--- config.mk ---
export PLATFORM = sky130hd
export DESIGN_NAME = mv_stream_host
export DESIGN_NICKNAME = d
export VERILOG_FILES = /design/src/rtl/mv_stream_host.sv
export SDC_FILE = /design/constraint.sdc
export NUM_CORES = 1
export LEC_CHECK = 0
export CORE_MARGIN = 1
export CORE_UTILIZATION = 34
export DETAILED_ROUTE_END_ITERATION = 16
export HOLD_SLACK_MARGIN = 0.12
export PLACE_DENSITY = 0.85
export SYNTH_ARGS = -nofsm -noshare
export SYNTH_HDL_FRONTEND = slang
export SYNTH_SLANG_ARGS = --single-unit
export TNS_END_PERCENT = 1
--- constraint.sdc ---
create_clock -name clk -period 2.1 [get_ports clk]
set_input_delay 0.63 -clock clk [delete_from_list [all_inputs] [get_ports clk]]
set_output_delay 0.63 -clock clk [all_outputs]
set_load 0.005 [all_outputs]
--- src/rtl/mv_stream_host.sv ---
// Host-side sequencer for the matrix-vector MAC engine: x in over AXI-Stream, engine start/ack,
// y out over AXI-Stream. Define MV_CLEAR_Y_EN to zero the y BRAM before each engine start.
`timescale 1ns/1ps
module mv_stream_host #(
  parameter int unsigned addr_x_size = 12,
  parameter int unsigned addr_y_size = 12,
  parameter int unsigned length_M    = 128,
  parameter int unsigned length_N    = 128
) (
  input  logic                   clk,
  input  logic                   reset,

  input  logic [31:0]            s_axis_tdata,
  input  logic                   s_axis_tvalid,
  input  logic                   s_axis_tlast,
  output logic                   s_axis_tready,

  output logic [31:0]            m_axis_tdata,
  output logic                   m_axis_tvalid,
  output logic                   m_axis_tlast,
  input  logic                   m_axis_tready,

  output logic [31:0]            acc_control,
  input  logic [31:0]            acc_status,

  output logic [addr_x_size-1:0] bram_addr_x,
  output logic [31:0]            bram_wrdata_x,
  output logic [3:0]             bram_we_x,

  output logic [addr_y_size-1:0] bram_addr_y,
  output logic [31:0]            bram_wrdata_y,
  input  logic [31:0]            bram_rddata_y,
  output logic [3:0]             bram_we_y,

  output logic                   busy,
  output logic                   err_tlast
);

  localparam int unsigned XcW = $clog2(length_N + 1);
  localparam int unsigned YcW = $clog2(length_M + 1);
  localparam logic [XcW-1:0] XLast = XcW'(length_N - 1);
  localparam logic [YcW-1:0] YLast = YcW'(length_M - 1);
  localparam logic [addr_x_size-1:0] XStep = addr_x_size'(4);
  localparam logic [addr_y_size-1:0] YStep = addr_y_size'(4);

  typedef enum logic [3:0] {
    StIdle,
    StLoadX,
    StClearY,
    StStart,
    StWaitDone,
    StAck,
    StReadIssue,
    StReadCap,
    StSend
  } state_e;

  state_e                 state_q, state_d;
  logic [addr_x_size-1:0] x_addr_q, x_addr_d;
  logic [XcW-1:0]         x_word_q, x_word_d;
  logic [addr_y_size-1:0] y_addr_q, y_addr_d;
  logic [YcW-1:0]         y_word_q, y_word_d;
  logic [31:0]            tdata_q, tdata_d;
  logic                   tlast_q, tlast_d;
  logic                   err_q, err_d;
  logic                   x_hs;
  logic                   x_last_beat;
  logic                   unused_status;

  // Only bit0 of the engine status word carries meaning.
  assign unused_status = ^acc_status[31:1];

  assign x_hs        = (state_q == StLoadX) && s_axis_tvalid;
  assign x_last_beat = (x_word_q == XLast);

  always_comb begin
    state_d  = state_q;
    x_addr_d = x_addr_q;
    x_word_d = x_word_q;
    y_addr_d = y_addr_q;
    y_word_d = y_word_q;
    tdata_d  = tdata_q;
    tlast_d  = tlast_q;
    err_d    = err_q;

    unique case (state_q)
      StIdle: begin
        if (s_axis_tvalid) begin
          state_d  = StLoadX;
          x_addr_d = '0;
          x_word_d = '0;
          err_d    = 1'b0;
        end
      end

      StLoadX: begin
        if (x_hs) begin
          x_addr_d = x_addr_q + XStep;
          x_word_d = x_word_q + 1'b1;
          // Beat count, not tlast, ends the load; a misplaced or missing tlast is only flagged.
          if (x_last_beat != s_axis_tlast) begin
            err_d = 1'b1;
          end
          if (x_last_beat) begin
`ifdef MV_CLEAR_Y_EN
            state_d  = StClearY;
            y_addr_d = '0;
            y_word_d = '0;
`else
            state_d  = StStart;
`endif
          end
        end
      end

`ifdef MV_CLEAR_Y_EN
      StClearY: begin
        if (y_word_q == YLast) begin
          state_d = StStart;
        end else begin
          y_addr_d = y_addr_q + YStep;
          y_word_d = y_word_q + 1'b1;
        end
      end
`endif

      StStart: begin
        state_d = StWaitDone;
      end

      StWaitDone: begin
        if (acc_status[0]) begin
          state_d = StAck;
        end
      end

      StAck: begin
        if (!acc_status[0]) begin
          state_d  = StReadIssue;
          y_addr_d = '0;
          y_word_d = '0;
        end
      end

      StReadIssue: begin
        state_d = StReadCap;
      end

      StReadCap: begin
        tdata_d = bram_rddata_y;
        tlast_d = (y_word_q == YLast);
        state_d = StSend;
      end

      StSend: begin
        if (m_axis_tready) begin
          if (tlast_q) begin
            state_d = StIdle;
          end else begin
            y_addr_d = y_addr_q + YStep;
            y_word_d = y_word_q + 1'b1;
            state_d  = StReadIssue;
          end
        end
      end

      default: begin
        state_d = StIdle;
      end
    endcase
  end

  always_ff @(posedge clk or negedge reset) begin
    if (!reset) begin
      state_q  <= StIdle;
      x_addr_q <= '0;
      x_word_q <= '0;
      y_addr_q <= '0;
      y_word_q <= '0;
      tdata_q  <= '0;
      tlast_q  <= 1'b0;
      err_q    <= 1'b0;
    end else begin
      state_q  <= state_d;
      x_addr_q <= x_addr_d;
      x_word_q <= x_word_d;
      y_addr_q <= y_addr_d;
      y_word_q <= y_word_d;
      tdata_q  <= tdata_d;
      tlast_q  <= tlast_d;
      err_q    <= err_d;
    end
  end

  // Outputs decode from the state register so an async reset clears them immediately.
  assign s_axis_tready = (state_q == StLoadX);
  assign bram_addr_x   = x_addr_q;
  assign bram_wrdata_x = (state_q == StLoadX) ? s_axis_tdata : 32'h0;
  assign bram_we_x     = x_hs ? 4'hf : 4'h0;

  assign bram_addr_y   = y_addr_q;
  assign bram_wrdata_y = 32'h0;
`ifdef MV_CLEAR_Y_EN
  assign bram_we_y     = (state_q == StClearY) ? 4'hf : 4'h0;
`else
  assign bram_we_y     = 4'h0;
`endif

  assign acc_control   = {31'h0, (state_q == StStart) || (state_q == StWaitDone)};

  assign m_axis_tvalid = (state_q == StSend);
  assign m_axis_tdata  = tdata_q;
  assign m_axis_tlast  = tlast_q;

  assign busy          = (state_q != StIdle);
  assign err_tlast     = err_q;

endmodule

## Word level (Yosys, flattened, before mapping)

Index checks and enable logic that the tools add are counted.

| storage, ports and cells | value |
|---|---|
| register bits | 78 |
| output and inout port bits | 165 |
| logic and storage cells | 68 |

| cells by class | value |
|---|---|
| add/subtract/negate cells | 4 |
| equal/unequal tests | 18 |
| multiplexer cells | 28 |
| reduce and logical (&&, ||, !) cells | 10 |

Operators by type and width:

| kind | number |
|---|---|
| 12-bit two-way mux | 5 |
| 12-bit one-hot mux with 2 select lines | 2 |
| 8-bit two-way mux | 5 |
| 32-bit two-way mux | 1 |
| 4-bit one-hot mux with 8 select lines | 1 |
| 8-bit one-hot mux with 2 select lines | 2 |
| 4-bit two-way mux | 7 |
| 12-bit by 3-bit adder with 12-bit output, second input constant | 2 |
| 8-bit by 1-bit adder with 8-bit output, second input constant | 2 |
| 4-bit by 3-bit equality test with 1-bit output, second input constant | 4 |
| 8-bit by 7-bit equality test with 1-bit output, second input constant | 2 |
| 2-bit by 1-bit inequality test with 1-bit output, second input constant | 4 |
| 2-bit inequality test, second input constant | 4 |
| 4-bit AND reduction | 2 |
| 6-bit AND reduction | 1 |
| 4-bit by 1-bit equality test with 1-bit output, second input constant | 1 |
| 4-bit by 2-bit equality test with 1-bit output, second input constant | 1 |
| 4-bit equality test, second input constant | 1 |
| 4-bit zero test | 1 |
| 2-bit nonzero test | 2 |
| 4-bit nonzero test | 1 |
| 1-bit two-way mux | 3 |
| 3-bit two-way mux | 1 |
| 3-bit AND reduction | 1 |
| 4 further kinds | 4 |

## Logic depth before layout (Yosys ltp)

| logic depth | value |
|---|---|
| depth after elaboration | 5 |
| depth in mapped cells | 7 |
| mapped depth without buffers | 5 |

## Worst setup path before layout

No wires, ideal clock.

| timing | value |
|---|---|
| path type | reg2out |
| start point | reg state_q[1] |
| end point | out bram_we_x[0] |
| arrival | 1.552 ns |
| required time | 1.470 ns |
| setup slack | -0.082 ns |
| stages on the path, launching flop included | 7 |
| path buffers | 3 |
| path through | dfrtp_1 > clkbuf_1 > nor4b_4 > nand2_1 > clkbuf_1 > inv_1 > buf_4 |

| on the way | value |
|---|---|
| cells in the longest elaborated chain, start to end | 3 |

RTL lines:

| what | line | source |
|---|---|---|
| start, declared | 58 | `state_e state_q, state_d;` |
| start signal, assigned | 175 | `state_q <= StIdle;` |
| start signal, assigned | 184 | `state_q <= state_d;` |
| 4-bit by 1-bit equality test with 1-bit output | 73 | `assign x_hs = (state_q == StLoadX) && s_axis_tvalid;` |
| 1-bit logical AND | 73 |  |
| net x_hs | 66 | `logic x_hs;` |
| 4-bit two-way mux | 199 | `assign bram_we_x = x_hs ? 4'hf : 4'h0;` |
| end, declared | 28 | `output logic [3:0] bram_we_x,` |

The timed path passes the listed nets, and every way through them passes these cells.

## Final worst setup path

| timing | value |
|---|---|
| start point | reg state_q[1] |
| end point | out bram_we_x[0] |

| on the way | value |
|---|---|
| cells in the longest elaborated chain, start to end | 3 |

RTL lines:

| what | line |
|---|---|
| 4-bit by 1-bit equality test with 1-bit output | 73 |
| 1-bit logical AND | 73 |
| 4-bit two-way mux | 199 |

Every way passes these cells.

==> out/qor.yml <==
status: "finished, violations left"
violations: "setup timing"
clockBufferDepth: 2
rows: 40
ys_ff_latch: 74
synthesis.area_mm2: 0.00432
min_period_ps: 2370
vias_per_cell: 4.71
grt_max_degree: 36
holdWs_ps: 223
path_cells: "nor4b_4 -> buf_6 -> buf_6 -> nand2_4 -> inv_4 -> buf_6 -> buf_6 -> buf_6"
final.setup_skew_ps: 6.63
critPathBufInv: 6
cp_max_fo: 3
antenna_cells: 0
tightestPinTransition_ps: 627
crit_family: "buffers and inverters"
hold_class: "primary input to asynchronous set/reset pin"
path_common_cell: "buf_6"
rr_worst_depth: 7
r2r-start: "state_q[0]"
fin_nets: 741
num_vias: 3809
peakVddDrop_v: 0.000640
final_common_cell: "clkdlybuf4s50_1"
report.final.setup_viol: 41
timing.rr.end: "y_word_q[3]"
insertion_delay_ps: 340
crit_required_ps: 1470
critPathMaxStageDelay_ps: 430
synth-edff-count: 0
wl_per_cell_um: 14.5
firstDrtPassIters: 4
fin_tns_setup_ps: -7460
drt_wl_total_um: 11700
dieArea_mm2: 0.0132
arrival_ps: 1740
start_util_pct: 35.4
startpoint_type: "register"
core-area_mm2: 0.0122
cts_root_buffer: "clkbuf_16"
fp.dieW_um: 115
yosysUniqueCellTypes: 48
first_iter_violations: 196
final_cell_mix: "122 x clkdlybuf4s50_1, 72 x dfrtp_1, 71 x conb_1"
p_leak_uw: 0.00303
fin_crit_sh_pct: 113
synth_seq_area_share_pct: 42.8
yosysWarnings: 0
cap_violations: 0
finalMaxSlewViolations: 0
grt_usage_pct: 17.7
avgSynthCellArea_um2: 9.94
ys.flop_type: "dfrtp_1"
drive_above_1_share_pct: 26.7
drc: 0
finalHoldViolCount: 0
cts-buffers-inserted: 9
portBuffers: 163
slowest_stage: "dfrtp_1"
area_growth_pct: 52.5
rsz0062_at_grt: "true"
ant_nets: 0
grt_pass1_wl_um: 18000
io_pins: 266
clkTransAtPathRegs_ps: 60
critPathKind: "register to output pin"
relSlewSlack_pct: 57.6
grt_pass1_vias: 3700
regToRegSetupSlack_ps: 110
die_height_um: 115
async_flop_share_pct: 100
gp_congestion: 0.810
grt-ovfl-total: 0
crit_path_end_kind: "output pin"
synth_cells: 435
cts_tree: "yes"
max_freq_mhz: 421
fin_ws_ps: -275
cts-hold-fix-buffers: 0
h-tree-depth: 3
hpwlAfterDp_um: 8250
p_per_area_mw_per_mm2: 1160
clkSinkCount: 74
antenna_found_initial: 0
[layout make-up]
| class | count | area [um2] |
|---|---|---|
| Clock inverter | 5 | 77.6 |
| Sequential cell | 74 | 1850 |
| Timing Repair Buffer | 215 | 2040 |
| Clock buffer | 11 | 243 |
| Fill cell | 1084 | 5620 |
| Tap cell | 168 | 210 |
| Inverter | 12 | 47.5 |
| Multi-Input combinational cell | 324 | 2120 |
[state kept, by name, indices dropped and copies added (netlist names)]
register      flops
state_q           4
bram_addr_x      10
m_axis_tdata     32
bram_addr_y      10
m_axis_tlast      1
x_word_q          8
y_word_q          8
err_tlast         1
[worst max path at each step]
stage                  startpoint           endpoint  slack [ps]  cells after the start
finish                 state_q[1]       bram_we_x[0]        -270                      8
global placement    s_axis_tvalid       bram_we_x[0]        -380                      4
global route           state_q[1]       bram_we_x[0]        -350                      8
CTS                    state_q[2]  bram_wrdata_x[23]        -260                      5
floorplan              state_q[1]       bram_we_x[0]          20                      6
detailed placement  s_axis_tvalid       bram_we_x[0]        -390                      4
[cells in the mapped netlist (all sizes together), types with 10 or more instances]
| master | number | share of area [%] |
|---|---|---|
| buf | 83 | 14 |
| dfrtp | 74 | 43 |
| and2 | 34 | 4.9 |
| mux2 | 34 | 8.9 |
| nand2 | 31 | 2.7 |
| o21ai | 21 | 2.4 |
| a21oi | 16 | 1.9 |
| a31oi | 16 | 2.3 |
| clkbuf | 12 | 1.0 |
| inv | 12 | 1.0 |
| nor2 | 12 | 1.2 |
| nand3 | 10 | 1.2 |
[power breakdown]
part	leakage, uW	switching (uW)	internal (uW)
sequential	0.000932	335	1890
combinational	0.00194	1480	2300
clock	0.000156	597	1070
[logic make-up (layout without fill, tap and decap cells)]
family	Yosys count	in the layout	synth area share (%)
compound gates	78	78	11.3
simple gates	128	128	17.3
mux	42	42	10.7
buf+inv	107	243	16.3
xor+xnor	1	1	0.203
flops	74	74	42.8
other cells	1	71	0.0867
fa+ha+maj	4	4	1.16
[routing by layer]
layer	track usage [%]	vias up	share of wire [%]
met5	0	-	0
met4	3.98	0	0.70
met3	5.90	7	7.5
met2	31.8	164	54
met1	20.5	1857	38
li1	-	1781	-
[stage by stage]
stage | util [%] | cells | worst slack (ps) | total power (uW) | area (um2)
3_5_place_dp | 49.9 | 780 | -386 | 5660 | 6090
2_1_floorplan | - | 505 | 20.8 | 3760 | 4590
6_report | 54.0 | 809 | -275 | 7680 | 6590
4_1_cts | 53.4 | 807 | -258 | 7660 | 6520
5_1_grt | 54.0 | 809 | -347 | 8180 | 6590
3_3_place_gp | 49.9 | 780 | -384 | 5560 | 6090
[timing repair]
action | 4_1_cts | 5_1_grt
buffers inserted | 10 | 2
gates resized for setup | 176 | 34
setup endpoints to repair | 44 | 64
pin swaps | 10 | 7
hold endpoints to repair | 0 | 0
cloned | 2 | 1
Note: power is estimated with default switching activity, not from simulation.
==> RTL change (same flow settings) <==
The 9 states of `state_e` get a Gray code encoding in 4 bits.
--- a/src/rtl/mv_stream_host.sv
+++ b/src/rtl/mv_stream_host.sv
@@ -44,15 +44,15 @@
   localparam logic [addr_y_size-1:0] YStep = addr_y_size'(4);
 
   typedef enum logic [3:0] {
-    StIdle,
-    StLoadX,
-    StClearY,
-    StStart,
-    StWaitDone,
-    StAck,
-    StReadIssue,
-    StReadCap,
-    StSend
+    StIdle      = 4'b0000,
+    StLoadX     = 4'b0001,
+    StClearY    = 4'b0011,
+    StStart     = 4'b0010,
+    StWaitDone  = 4'b0110,
+    StAck       = 4'b0111,
+    StReadIssue = 4'b0101,
+    StReadCap   = 4'b0100,
+    StSend      = 4'b1100
   } state_e;
 
   state_e                 state_q, state_d;
Formal check against the unedited RTL: no difference found for any inputs over 10 cycles, from zero or initial values and one cycle with reset low; not proved beyond that.
==> RTL change against the unedited design <==
The flow still finishes with violations (setup timing); worst setup slack improved by 0.022 ns; critical path depth shrank 2; first-iteration DRC count is 42% higher; design area decreased by 0.46%; core utilization increased by 0.65 points; fmax grew 0.95%; wire length is 1.1% higher; sequential share of layout area rose by 0.091 points; count of clock-buffer cells in the layout down 1; sequential cell count did not move; synthesized area down 3.0%; highest routed layer unchanged.
Power is not compared: it rests on default switching activity, and its combinational part moved more than twofold at a synthesized area within 25%.
==> RTL change: results (changes against the unedited design) <==
.. list-table::
   :header-rows: 1

   * - Metric
     - Value
   * - Outcome
     - finished with violations (unchanged)
   * - Failing checks
     - setup timing (unchanged)
   * - CTS buffer count
     - 9 (unchanged)
   * - Synth top area cells
     - sky130_fd_sc_hd__dfrtp_1 44%, sky130_fd_sc_hd__buf_4 13%, sky130_fd_sc_hd__mux2_2 8.9%, sky130_fd_sc_hd__and2_1 4.9%, sky130_fd_sc_hd__o21ai_0 3.7% (was sky130_fd_sc_hd__dfrtp_1 43%, sky130_fd_sc_hd__buf_4 13%, sky130_fd_sc_hd__mux2_2 8.9%, sky130_fd_sc_hd__and2_1 4.9%, sky130_fd_sc_hd__nand2_1 2.7%)
   * - Pin count of the biggest net entering global routing
     - 43 (was 36)
   * - Clock root buffer
     - sky130_fd_sc_hd__clkbuf_16 (unchanged)
   * - Cell with the biggest individual delay on the critical path
     - sky130_fd_sc_hd__dfrtp_1 (unchanged)
   * - Number of global-route vias before repair
     - 3,780 (was 3,700)
   * - Total iterations of the first detailed-routing run
     - 5 (was 4)
   * - Wire length of the first global-routing pass
     - 18,430 µm (was 17,970 µm)
   * - Post-synthesis sequential area ratio
     - 0.4415 (was 0.4284)
   * - Max clock buf depth
     - 2 (unchanged)
   * - Final setup violation count
     - 49 (was 41)
   * - Net count of the finished layout
     - 732 (was 741)
   * - Final worst slack
     - -0.2524 ns (was -0.2748 ns)
   * - Yosys cell types
     - 49 (was 48)
   * - Worst relative slew slack
     - 0.6079 (was 0.5758)
   * - Final GP Congestion
     - 0.8497 (was 0.8095)
   * - Vias per Instance
     - 4.842 (was 4.708)
   * - Detail Placement HPWL
     - 8279 µm (was 8247 µm)
   * - Peak fanout along the critical path
     - 5 (was 3)
   * - Most frequent cells after synthesis
     - 75 x sky130_fd_sc_hd__buf_4, 74 x sky130_fd_sc_hd__dfrtp_1, 33 x sky130_fd_sc_hd__and2_1, 33 x sky130_fd_sc_hd__mux2_2, 31 x sky130_fd_sc_hd__o21ai_0 (was 75 x sky130_fd_sc_hd__buf_4, 74 x sky130_fd_sc_hd__dfrtp_1, 34 x sky130_fd_sc_hd__and2_1, 34 x sky130_fd_sc_hd__mux2_2, 31 x sky130_fd_sc_hd__nand2_1)
   * - First-iteration detailed-routing DRC count
     - 279 (was 196)
   * - Pre-CTS setup slack
     - -0.4431 ns (was -0.3858 ns)
   * - Number of flip-flops under the largest register name
     - 32 (unchanged)
   * - Overall track demand over capacity in global routing
     - 0.1825 (was 0.1772)
   * - Final wirelength
     - 11,830 µm (was 11,700 µm)
   * - Post-Route Skew
     - 0.009412 ns (was 0.006628 ns)
   * - Post-DP Area
     - 5944 µm² (was 6095 µm²)
   * - Share of post-route cells with drive strength above 1
     - 0.2805 (was 0.2668)
   * - Setup_tns
     - -7.592 ns (was -7.457 ns)
   * - Crit path DAT
     - 1.72 ns (was 1.74 ns)
[RTL change: power breakdown]
group	total, µW	switching [µW]	internal, µW
Combinational	1310	519	790
Sequential	1610	105	1510
Clock	1640	581	1060
[RTL change: cells by family after synthesis]
group	share of synthesized area
AND/OR/NAND/NOR	0.1778
buffers and inverters	0.1638
flip-flops	0.4415
AO/OA/AOI/OAI	0.1005
multiplexers	0.09099
XOR/XNOR	0.01253
adder cells (fa/ha/maj)	0.01193
other	0.0008941
[RTL change: layer usage]
metal / global-route usage / routed length, µm / vias up
met2: 0.3125 / 6124 / 173
li1: - / - / 1739
met3: 0.03214 / 657 / 27
met1: 0.2223 / 4706 / 1828
met4: 0.08860 / 336 / 0
met5: 0 / 0 / -
[RTL change: layout make-up]
type,count,area (µm²)
well taps,147,183.9
multi-input cells,313,2067
clock buffers,10,239.0
clock inverters,5,78.83
inverters,14,55.05
flip-flops and latches,74,1852
repair buffers,215,2088
fillers,965,5448
[RTL change: final timing paths]
check | to | cells after the start | slack, ns | startpoint
worst min register to register | y_word_q[2] | 1 | 0.50 | y_word_q[2]
worst min-delay path | m_axis_tdata[14] | 1 | 0.24 | reset
max in group asynchronous | x_word_q[0] | 2 | 1.30 | reset
worst max register to register | y_word_q[5] | 15 | -0.21 | state_q[1]
min in group clk | y_word_q[2] | 1 | 0.50 | y_word_q[2]
worst max-delay path | bram_we_x[1] | 6 | -0.25 | state_q[1]
[RTL change: repair_timing]
| action | in CTS | in global routing |
|---|---|---|
| cloned | 2 | 0 |
| endpoints found under the setup margin | 57 | 53 |
| pin swaps | 17 | 8 |
| gates resized for setup | 197 | 32 |
| setup buffers | 16 | 2 |
| hold endpoints to repair | 0 | 0 |
[RTL change: through the flow]
step / std cells / total power [µW]
floorplan: 494 / 2136
global placement: 744 / 2744
detailed placement: 744 / 2785
CTS: 777 / 4570
global route: 778 / 4766
finish: 778 / 4566
[RTL change: critical path: cells and delay by family (launching register included)]
kind	cells	cell delay, ns
buffers and inverters	4	0.60
DFF	1	0.42
and+or+nand+nor	2	0.38
